**src/rtl/cache_pkg.sv**
```systemverilog
// Shared types and helpers for the N-way L1 cache: controller state encoding,
// default geometry and a constant-foldable log2 used for field widths.
package cache_pkg;

   typedef enum logic [2:0] {
      ST_IDLE   = 3'd0,
      ST_LOOKUP = 3'd1,
      ST_FILL   = 3'd2,
      ST_WRITE  = 3'd3,
      ST_RESP   = 3'd4
   } state_e;

   localparam int DEF_ADDR_W = 7;
   localparam int DEF_DATA_W = 16;
   localparam int DEF_WAYS   = 2;
   localparam int DEF_SETS   = 2;
   localparam int DEF_WORDS  = 2;

   function automatic int clog2(input int value);
      int r;
      r = 0;
      while ((1 << r) < value) r++;
      return r;
   endfunction

endpackage

```
**src/rtl/cache_lru_set.sv**
```systemverilog
// True-LRU age vector for one set. Age 0 is most recent, WAYS-1 is the victim;
// the ages stay a permutation of 0..WAYS-1 at all times.
module cache_lru_set
   import cache_pkg::*;
#(
   parameter int WAYS  = DEF_WAYS,
   parameter int WAY_W = clog2(WAYS)
) (
   input  logic             clk,
   input  logic             reset,
   input  logic             touch_i,
   input  logic [WAY_W-1:0] touch_way_i,
   output logic [WAY_W-1:0] victim_way_o
);

   logic [WAY_W-1:0] age_q [WAYS];
   logic [WAY_W-1:0] age_d [WAYS];

   always_comb begin
      age_d = age_q;
      if (touch_i) begin
         for (int w = 0; w < WAYS; w++) begin
            if (age_q[w] < age_q[touch_way_i]) age_d[w] = age_q[w] + WAY_W'(1);
         end
         age_d[touch_way_i] = '0;
      end
   end

   always_comb begin
      victim_way_o = '0;
      for (int w = 0; w < WAYS; w++) begin
         if (age_q[w] == WAY_W'(WAYS - 1)) victim_way_o = WAY_W'(w);
      end
   end

   always_ff @(posedge clk or posedge reset) begin
      if (reset) begin
         for (int w = 0; w < WAYS; w++) age_q[w] <= WAY_W'(w);
      end else begin
         age_q <= age_d;
      end
   end

endmodule

```
**src/rtl/cache_l1_nway.sv**
```systemverilog
// N-way set-associative, write-through, no-write-allocate L1 with true-LRU.
// Handshake: a transfer happens on a rising edge where valid && ready; valid side holds its payload until then.
module cache_l1_nway
   import cache_pkg::*;
#(
   parameter int ADDR_W = DEF_ADDR_W,
   parameter int DATA_W = DEF_DATA_W,
   parameter int WAYS   = DEF_WAYS,
   parameter int SETS   = DEF_SETS,
   parameter int WORDS  = DEF_WORDS
) (
   input  logic              clk,
   input  logic              reset,
   input  logic              req_valid,
   output logic              req_ready,
   input  logic              req_wren,
   input  logic [ADDR_W-1:0] req_addr,
   input  logic [DATA_W-1:0] req_wdata,
   output logic              resp_valid,
   output logic              resp_hit,
   output logic [DATA_W-1:0] resp_rdata,
   output logic              mem_req_valid,
   input  logic              mem_req_ready,
   output logic              mem_req_we,
   output logic [ADDR_W-1:0] mem_req_addr,
   output logic [DATA_W-1:0] mem_req_wdata,
   input  logic              mem_resp_valid,
   input  logic [DATA_W-1:0] mem_resp_rdata,
   output state_e            dbg_state_o
);

   localparam int OFF_W = clog2(WORDS);
   localparam int IDX_W = clog2(SETS);
   localparam int TAG_W = ADDR_W - IDX_W - OFF_W;
   localparam int WAY_W = clog2(WAYS);

   state_e            state_q, state_d;
   logic [ADDR_W-1:0] addr_q, addr_d;
   logic              wren_q, wren_d;
   logic [DATA_W-1:0] wdata_q, wdata_d;
   logic              hit_q, hit_d;
   logic [DATA_W-1:0] rdata_q, rdata_d;
   logic [WAY_W-1:0]  way_q, way_d;
   logic [OFF_W-1:0]  fill_cnt_q, fill_cnt_d;
   logic              rd_out_q, rd_out_d;

   logic [TAG_W-1:0]  tag_q   [SETS][WAYS];
   logic [WAYS-1:0]   valid_q [SETS];
   logic [DATA_W-1:0] data_q  [SETS][WAYS][WORDS];

   logic [TAG_W-1:0]  req_tag;
   logic [IDX_W-1:0]  req_idx;
   logic [OFF_W-1:0]  req_off;
   logic              hit;
   logic [WAY_W-1:0]  hit_way;
   logic              inv_found;
   logic [WAY_W-1:0]  inv_way;
   logic [WAY_W-1:0]  victim;
   logic [WAY_W-1:0]  lru_victim [SETS];
   logic              touch;
   logic [WAY_W-1:0]  touch_way;
   logic              wr_hit_en;
   logic              fill_wr_en;
   logic              fill_done;
   logic              mem_fire;
   logic              rd_live;

   assign req_tag = addr_q[ADDR_W-1 -: TAG_W];
   assign req_idx = addr_q[OFF_W +: IDX_W];
   assign req_off = addr_q[OFF_W-1:0];

   // Parallel tag compare; the invalid-way scan runs high-to-low so the lowest index wins.
   always_comb begin
      hit       = 1'b0;
      hit_way   = '0;
      inv_found = 1'b0;
      inv_way   = '0;
      for (int w = 0; w < WAYS; w++) begin
         if (valid_q[req_idx][w] && (tag_q[req_idx][w] == req_tag)) begin
            hit     = 1'b1;
            hit_way = WAY_W'(w);
         end
      end
      for (int w = WAYS - 1; w >= 0; w--) begin
         if (!valid_q[req_idx][w]) begin
            inv_found = 1'b1;
            inv_way   = WAY_W'(w);
         end
      end
      victim = inv_found ? inv_way : lru_victim[req_idx];
   end

   for (genvar s = 0; s < SETS; s++) begin : g_lru
      cache_lru_set #(.WAYS(WAYS)) u_lru (
         .clk          (clk),
         .reset        (reset),
         .touch_i      (touch && (req_idx == IDX_W'(s))),
         .touch_way_i  (touch_way),
         .victim_way_o (lru_victim[s])
      );
   end

   assign req_ready     = (state_q == ST_IDLE);
   assign resp_valid    = (state_q == ST_RESP);
   assign resp_hit      = resp_valid && hit_q;
   assign resp_rdata    = rdata_q;
   assign mem_req_valid = ((state_q == ST_FILL) && !rd_out_q) || (state_q == ST_WRITE);
   assign mem_req_we    = (state_q == ST_WRITE);
   assign mem_req_addr  = (state_q == ST_FILL)  ? {req_tag, req_idx, fill_cnt_q} :
                          (state_q == ST_WRITE) ? addr_q : '0;
   assign mem_req_wdata = (state_q == ST_WRITE) ? wdata_q : '0;
   assign mem_fire      = mem_req_valid && mem_req_ready;
   assign dbg_state_o   = state_q;
   // A fill word counts if a read is outstanding or retires in this same cycle.
   assign rd_live       = rd_out_q || mem_fire;

   always_comb begin
      state_d    = state_q;
      addr_d     = addr_q;
      wren_d     = wren_q;
      wdata_d    = wdata_q;
      hit_d      = hit_q;
      rdata_d    = rdata_q;
      way_d      = way_q;
      fill_cnt_d = fill_cnt_q;
      rd_out_d   = rd_out_q;
      touch      = 1'b0;
      touch_way  = way_q;
      wr_hit_en  = 1'b0;
      fill_wr_en = 1'b0;
      fill_done  = 1'b0;
      case (state_q)
         ST_IDLE: begin
            if (req_valid) begin
               state_d    = ST_LOOKUP;
               addr_d     = req_addr;
               wren_d     = req_wren;
               wdata_d    = req_wdata;
               hit_d      = 1'b0;
               rdata_d    = '0;
               fill_cnt_d = '0;
               rd_out_d   = 1'b0;
            end
         end
         ST_LOOKUP: begin
            hit_d = hit;
            way_d = hit ? hit_way : victim;
            if (wren_q) begin
               wr_hit_en = hit;
               touch     = hit;
               touch_way = hit_way;
               state_d   = ST_WRITE;
            end else if (hit) begin
               rdata_d   = data_q[req_idx][hit_way][req_off];
               touch     = 1'b1;
               touch_way = hit_way;
               state_d   = ST_RESP;
            end else begin
               state_d = ST_FILL;
            end
         end
         ST_FILL: begin
            rd_out_d = rd_live && !mem_resp_valid;
            if (mem_resp_valid && rd_live) begin
               fill_wr_en = 1'b1;
               fill_cnt_d = fill_cnt_q + OFF_W'(1);
               if (fill_cnt_q == req_off) rdata_d = mem_resp_rdata;
               if (fill_cnt_q == OFF_W'(WORDS - 1)) begin
                  fill_done = 1'b1;
                  touch     = 1'b1;
                  touch_way = way_q;
                  state_d   = ST_RESP;
               end
            end
         end
         ST_WRITE: begin
            if (mem_req_ready) state_d = ST_RESP;
         end
         ST_RESP: begin
            state_d = ST_IDLE;
         end
         default: begin
            state_d = ST_IDLE;
         end
      endcase
   end

   always_ff @(posedge clk or posedge reset) begin
      if (reset) begin
         state_q    <= ST_IDLE;
         addr_q     <= '0;
         wren_q     <= 1'b0;
         wdata_q    <= '0;
         hit_q      <= 1'b0;
         rdata_q    <= '0;
         way_q      <= '0;
         fill_cnt_q <= '0;
         rd_out_q   <= 1'b0;
      end else begin
         state_q    <= state_d;
         addr_q     <= addr_d;
         wren_q     <= wren_d;
         wdata_q    <= wdata_d;
         hit_q      <= hit_d;
         rdata_q    <= rdata_d;
         way_q      <= way_d;
         fill_cnt_q <= fill_cnt_d;
         rd_out_q   <= rd_out_d;
      end
   end

   // Tags and data are never reset; only the valid bits gate their use.
   always_ff @(posedge clk) begin
      if (wr_hit_en)  data_q[req_idx][hit_way][req_off]  <= wdata_q;
      if (fill_wr_en) data_q[req_idx][way_q][fill_cnt_q] <= mem_resp_rdata;
      if (fill_done)  tag_q[req_idx][way_q]              <= req_tag;
   end

   always_ff @(posedge clk or posedge reset) begin
      if (reset) begin
         for (int s = 0; s < SETS; s++) valid_q[s] <= '0;
      end else if (fill_done) begin
         valid_q[req_idx][way_q] <= 1'b1;
      end
   end

endmodule

```
**config.mk**
```make
export PLATFORM = sky130hd
export DESIGN_NAME = cache_l1_nway
export DESIGN_NICKNAME = d
export VERILOG_FILES = /design/src/rtl/cache_pkg.sv /design/src/rtl/cache_lru_set.sv /design/src/rtl/cache_l1_nway.sv
export SDC_FILE = /design/constraint.sdc
export NUM_CORES = 1
export LEC_CHECK = 0
export ABC_AREA = 1
export CORE_UTILIZATION = 35
export DETAILED_ROUTE_END_ITERATION = 16
export GPL_TIMING_DRIVEN = 0
export PLACE_DENSITY = 0.5
export SETUP_SLACK_MARGIN = 0.3
export SKIP_LAST_GASP = 1
export SYNTH_ARGS = -nofsm -noshare
export SYNTH_HDL_FRONTEND = slang
export SYNTH_SLANG_ARGS = --single-unit
```
**constraint.sdc**
```tcl
create_clock -name clk -period 4.1 [get_ports clk]
set_input_delay 0.41 -clock clk [delete_from_list [all_inputs] [get_ports clk]]
set_output_delay 0.41 -clock clk [all_outputs]
set_load 0.01 [all_outputs]
```
---- After elaboration in Yosys (flattened, before gate mapping) ----
Memory sizes are Yosys's and may differ from the RTL's.
Index checks and enable logic that the tools add are counted.
word-level totals
  register bits ........................... 55
  memory bits (writable) .................. 148
  output and inout bits ................... 47
  logic and storage cells ................. 315
  memories ................................ 2
memories
  memory  words  width  rd ports  clocked after memory_dff  write ports  RTL line             source
  data_q  2      64     1         0                         1            cache_l1_nway.sv:49  logic [DATA_W-1:0] data_q [SETS][WAYS][WORDS];
  tag_q   2      10     1         0                         1            cache_l1_nway.sv:47  logic [TAG_W-1:0] tag_q [SETS][WAYS];
operators by class
  add/subtract/negate cells ............... 5
  order comparisons ....................... 18
  eq/ne operators ......................... 14
  mux-type cells .......................... 156
  bitwise logic cells ..................... 75
  reductions and logical operators ........ 30
operators with widths
  kind                 count
  $mux 16              11
  $mux 32              5
  $mux 64              2
  $mux 1               110
  $demux 32 s1         2
  $or 1x1->1           64
  $pmux 16 s3          1
  $demux 16 s1         2
  $mux 3               6
  $logic_and 1x1->1    16
  $mux 7               2
  $ge 2x2->1 const B   6
  $lt 2x1->1 const B   6
  $not 1->2            6
  $pmux 3 s4           1
  $eq 5x5->1           2
  $mux 10              1
  $ne 2x2->1 const B   5
  $mux 2               4
  $pmux 1 s2           4
  $eq 3x2->1 const B   2
  $reduce_and 2->1     3
  $reduce_and 6->1     1
  $add 1x1->1 const B  5
  other kinds (22)     31

---- Longest topological paths before layout ----
  depth after elaboration ................. 18
  gate-level depth with buffers ........... 16
  gate-level depth less buffers ........... 14

---- By module ----
A second synthesis with hierarchy kept.
second synthesis, totals
  cells, all modules ...................... 946
  area total of the unflattened synthesis .. 9517.9 µm²
modules (own cells, without submodules)
  module         instances  cells each  area an instance (µm²)  sequential area each (µm²)
  cache_l1_nway  1          926         9337.7                  5720.5
  cache_lru_set  2          10          90.1                    51.3

---- Worst setup path before layout ----
No wires, ideal clock.
  path kind ............................... register -> register
  start ................................... register addr_q[1]
  end ..................................... memory data_q[0][16] (netlist bit) (enable)
  arrival ................................. 2195 ps
  slack ................................... 1516 ps
  cell stages (with the launch flop) ...... 12
  buffers on the path ..................... 2
  period minus slack after synthesis ...... 2584 ps
  path through ............................ dfrtp_1 > inv_2 > buf_2 > nand2_1 > nand3_1 > nand2_1 > nor2_1 > nand3_1 > nor2_1 > buf_2 > a21oi_1 > nor2_1
on the way
  cells in the longest elaborated chain, start to end .. 13
  elaborated cells between the ends (all ways) .. 23
  those cells by class .................... order compare: 2; eq/ne: 2; mux: 12; bitwise: 3; reduce/logical: 3; memory: 1
ends and longest elaborated chain
  item                                                   RTL line              source
  from (decl)                                            cache_l1_nway.sv:38   logic [ADDR_W-1:0] addr_q, addr_d;
  from (signal assigned)                                 cache_l1_nway.sv:201  addr_q <= addr_d;
  branches (longest 13 deep; another with $mem_v2 2x10)  n/a
  to (decl)                                              cache_l1_nway.sv:49
Parallel ways; which one is timed is not known. The select of a mux whose other input is x is not followed.

---- Worst setup path after layout ----
  start ................................... register addr_q[0]
  end ..................................... output port mem_req_addr[0]
on the way
  cells in the longest elaborated chain, start to end .. 2
ends and longest elaborated chain
  item       RTL line              source
  $mux 7     cache_l1_nway.sv:110  (state_q == ST_WRITE) ? addr_q : '0;
  $mux 7     cache_l1_nway.sv:109  assign mem_req_addr = (state_q == ST_FILL) ? {req_tag, req_idx, fill_cnt_q} :
  to (decl)  cache_l1_nway.sv:25   output logic [ADDR_W-1:0] mem_req_addr,
No other way between the ends.

==> metrics <==
status finished, violations left; failing checks DRC; TritonCTS buffer count 23; Hold WC Path Type primary input to asynchronous set/reset pin; CP Data Arrival Time about 3200 ps; global-route wire length before repair roughly 43,000 um; clk_lat worst skew 530 ps; Mapped Area about 9400 um2; top-count cell post-synth nand2_1; syn nets 995; Synth cell types 31; Critical Path Source Type flip-flop; Synthesis Warnings 0; die height roughly 170 um; sequential fraction of the synthesis area 61.77%; Critical Path Fanout Max 10; fraction of layout cells with a size suffix above 1 under 10%; Pre-antenna DRT Iters 11; Worst-Margin Slew 914.6 ps; Post-synth ARST share a little over a quarter; largest net degree at the start of global routing 41; Tmin final approximately 3600 ps; total global routing overflow 0; Fmax roughly 0.28 GHz; H-tree level count 1; DR vias/cell 4.959; RSZ-0062 raised after global routing no; RD Place Congestion ~0.80; top cells by count, synth nand2_1 (238), edfxtp_1 (148), nor2_1 (108), o21ai_0 (102), nand3_1 (70); die area between 20,000 and 30,000 um2; initial antenna violation count 0; clock tree root driver cell clkbuf_16; Req. time, crit path 3690 ps; EDFF count, synth roughly 150; total core area around 26,000 um2; ant diodes 0; top post-synthesis cells by area edfxtp_1 (47%), dfrtp_1 (14%), nand2_1 (9.5%); critical path endpoint category primary output; Synth Instances 950; Crit Reg-Reg Endpoint data_q[0][56]$_DFFE_PP_; setup_tns 0 ps; Synth top area share between 40 and 50%; leakage power 0.004524 uW; WL final between 20,000 and 30,000 um; total power about 8300 uW; drt initial violations 533; final setup fails 0; Clock Skews 20.02 ps; power density cells just over 700 nW/um2; FP Rows slightly below 60; Post-synth top flop edfxtp_1; Avg Synthesized Cell Area around 9.9 um2; total of max-cap violations 0; CP Class flip-flop to primary output; drt wl/cell slightly below 20 um; Worst slew margin about two fifths; HPWL Detailed around 20,000 um; Boundary Pins 92; PostCTS Resize Cnt 0; r2r startpoint addr_q[0]$_DFFE_PP0P_; Final Hold Fails 0; Via Count slightly above 7,000; Final Net Count 1,118; DR DRC count 2; Reg2Reg Depth 8; TritonCTS clock tree done; setup slack, reg-to-reg 830 ps; vias in the first global route about 6,800; post-route ant nets 0; clk slew on worst S/H paths about 60 ps; I/O Buffers a little over 90; Final period util slightly below 90%; Max Root-Sink Buffers 3; Starting Density a little over a third; Util after Layout between 40% and 50%; # clock sinks roughly 200; CTS Hold Buffers Added 0; Synth Register Bits roughly 200; Slew Limit Fails 0; worst ir drop on vdd 404.9 uV; gr usage total a little over 20%; Synth area leader edfxtp_1; Layout area overhead 23.32%; Die W ~170 um; Post-CTS Setup Bufs 0
==> power breakdown <==
part | internal [uW] | switching, uW
combinational | 1140 | 2230
clock | 1180 | 816
sequential | 2730 | 176
total | 5050 | 3220
==> area by class of cell <==
| type | count | area [um2] |
|---|---|---|
| clock buffers | 38 | 671.9 |
| plain buffers | 50 | 236.5 |
| multi-input cells | 633 | 3148 |
| fillers | 2505 | 14580 |
| repair buffers | 98 | 1039 |
| well taps | 335 | 419.2 |
| flip-flops and latches | 203 | 5823 |
| inverters | 64 | 240.2 |
| clock inverters | 4 | 48.80 |
==> flip-flops by register name, indices dropped and copies added, names as in the netlist <==
| signal | flops |
|---|---|
| g_lru.u_lru.age_q | 4 |
| wren_q | 1 |
| tag_q | 20 |
| resp_rdata | 16 |
| valid_q | 4 |
| dbg_state_o | 3 |
| data_q | 128 |
| wdata_q | 16 |
| addr_q | 7 |
| hit_q | 1 |
| way_q | 1 |
| fill_cnt_q | 1 |
| rd_out_q | 1 |
==> placed cells by master, fill, tap and decap left out, drive strengths merged, types with 2 or more instances in the layout <==
master,Yosys,layout
nand4,11,11
clkbuf,19,57
dfrtp,53,53
clkinv,1,3
dfstp,2,2
nand3,70,70
inv,63,64
mux2i,64,64
o21ai,103,103
nand2,242,242
clkdlybuf4s50,0,91
buf,31,38
nor2,111,111
or2,2,2
a21oi,22,22
edfxtp,148,148
nor3,5,5
==> worst max-delay path by stage <==
stage                               start                 endpoint  slack, ps  cells after the start
floorplan           addr_q[1]$_DFFE_PP0P_  data_q[0][16]$_DFFE_PP_       1520                     11
global placement    addr_q[1]$_DFFE_PP0P_  data_q[1][22]$_DFFE_PP_         50                     11
detailed placement  addr_q[1]$_DFFE_PP0P_  data_q[1][55]$_DFFE_PP_        790                     13
CTS                 addr_q[0]$_DFFE_PP0P_          mem_req_addr[0]        530                      6
global route        addr_q[0]$_DFFE_PP0P_          mem_req_addr[0]        370                      6
finish              addr_q[0]$_DFFE_PP0P_          mem_req_addr[0]        510                      6
==> per-stage QoR <==
stage	instances	setup slack (ps)	instance area [um2]	hold WS, ps
after floorplan	950	1516	9428	424.0
after detailed placement	1383	792.2	10910	448.9
after global routing	1425	368.7	11630	243.8
after CTS	1425	533.4	11630	223.4
after global placement	1376	46.16	10760	437.1
final	1425	510.9	11630	212.8
==> cells by family after synthesis <==
group / Yosys count / synth area share, %
compound gates: 127 / 6.795
buf+inv: 114 / 5.056
flops: 203 / 61.77
mux: 64 / 6.795
simple gates: 442 / 19.59
==> critical path, cell delays in order (launching register included) <==
cell and delay [ps]:
dfrtp_1 420, clkbuf_1 280, inv_1 140, clkbuf_1 370, buf_1 660, o21ai_0 250
clkdlybuf4s50_1 530
==> routing by layer <==
metal,GRT usage [%],up-vias,wire [um]
li1,-,3469,-
met1,31.10,3313,13560
met2,31.39,258,12210
met3,2.455,27,1926
met4,4.063,0,346
met5,0,-,0
Note: power is estimated with default switching activity, not from simulation.
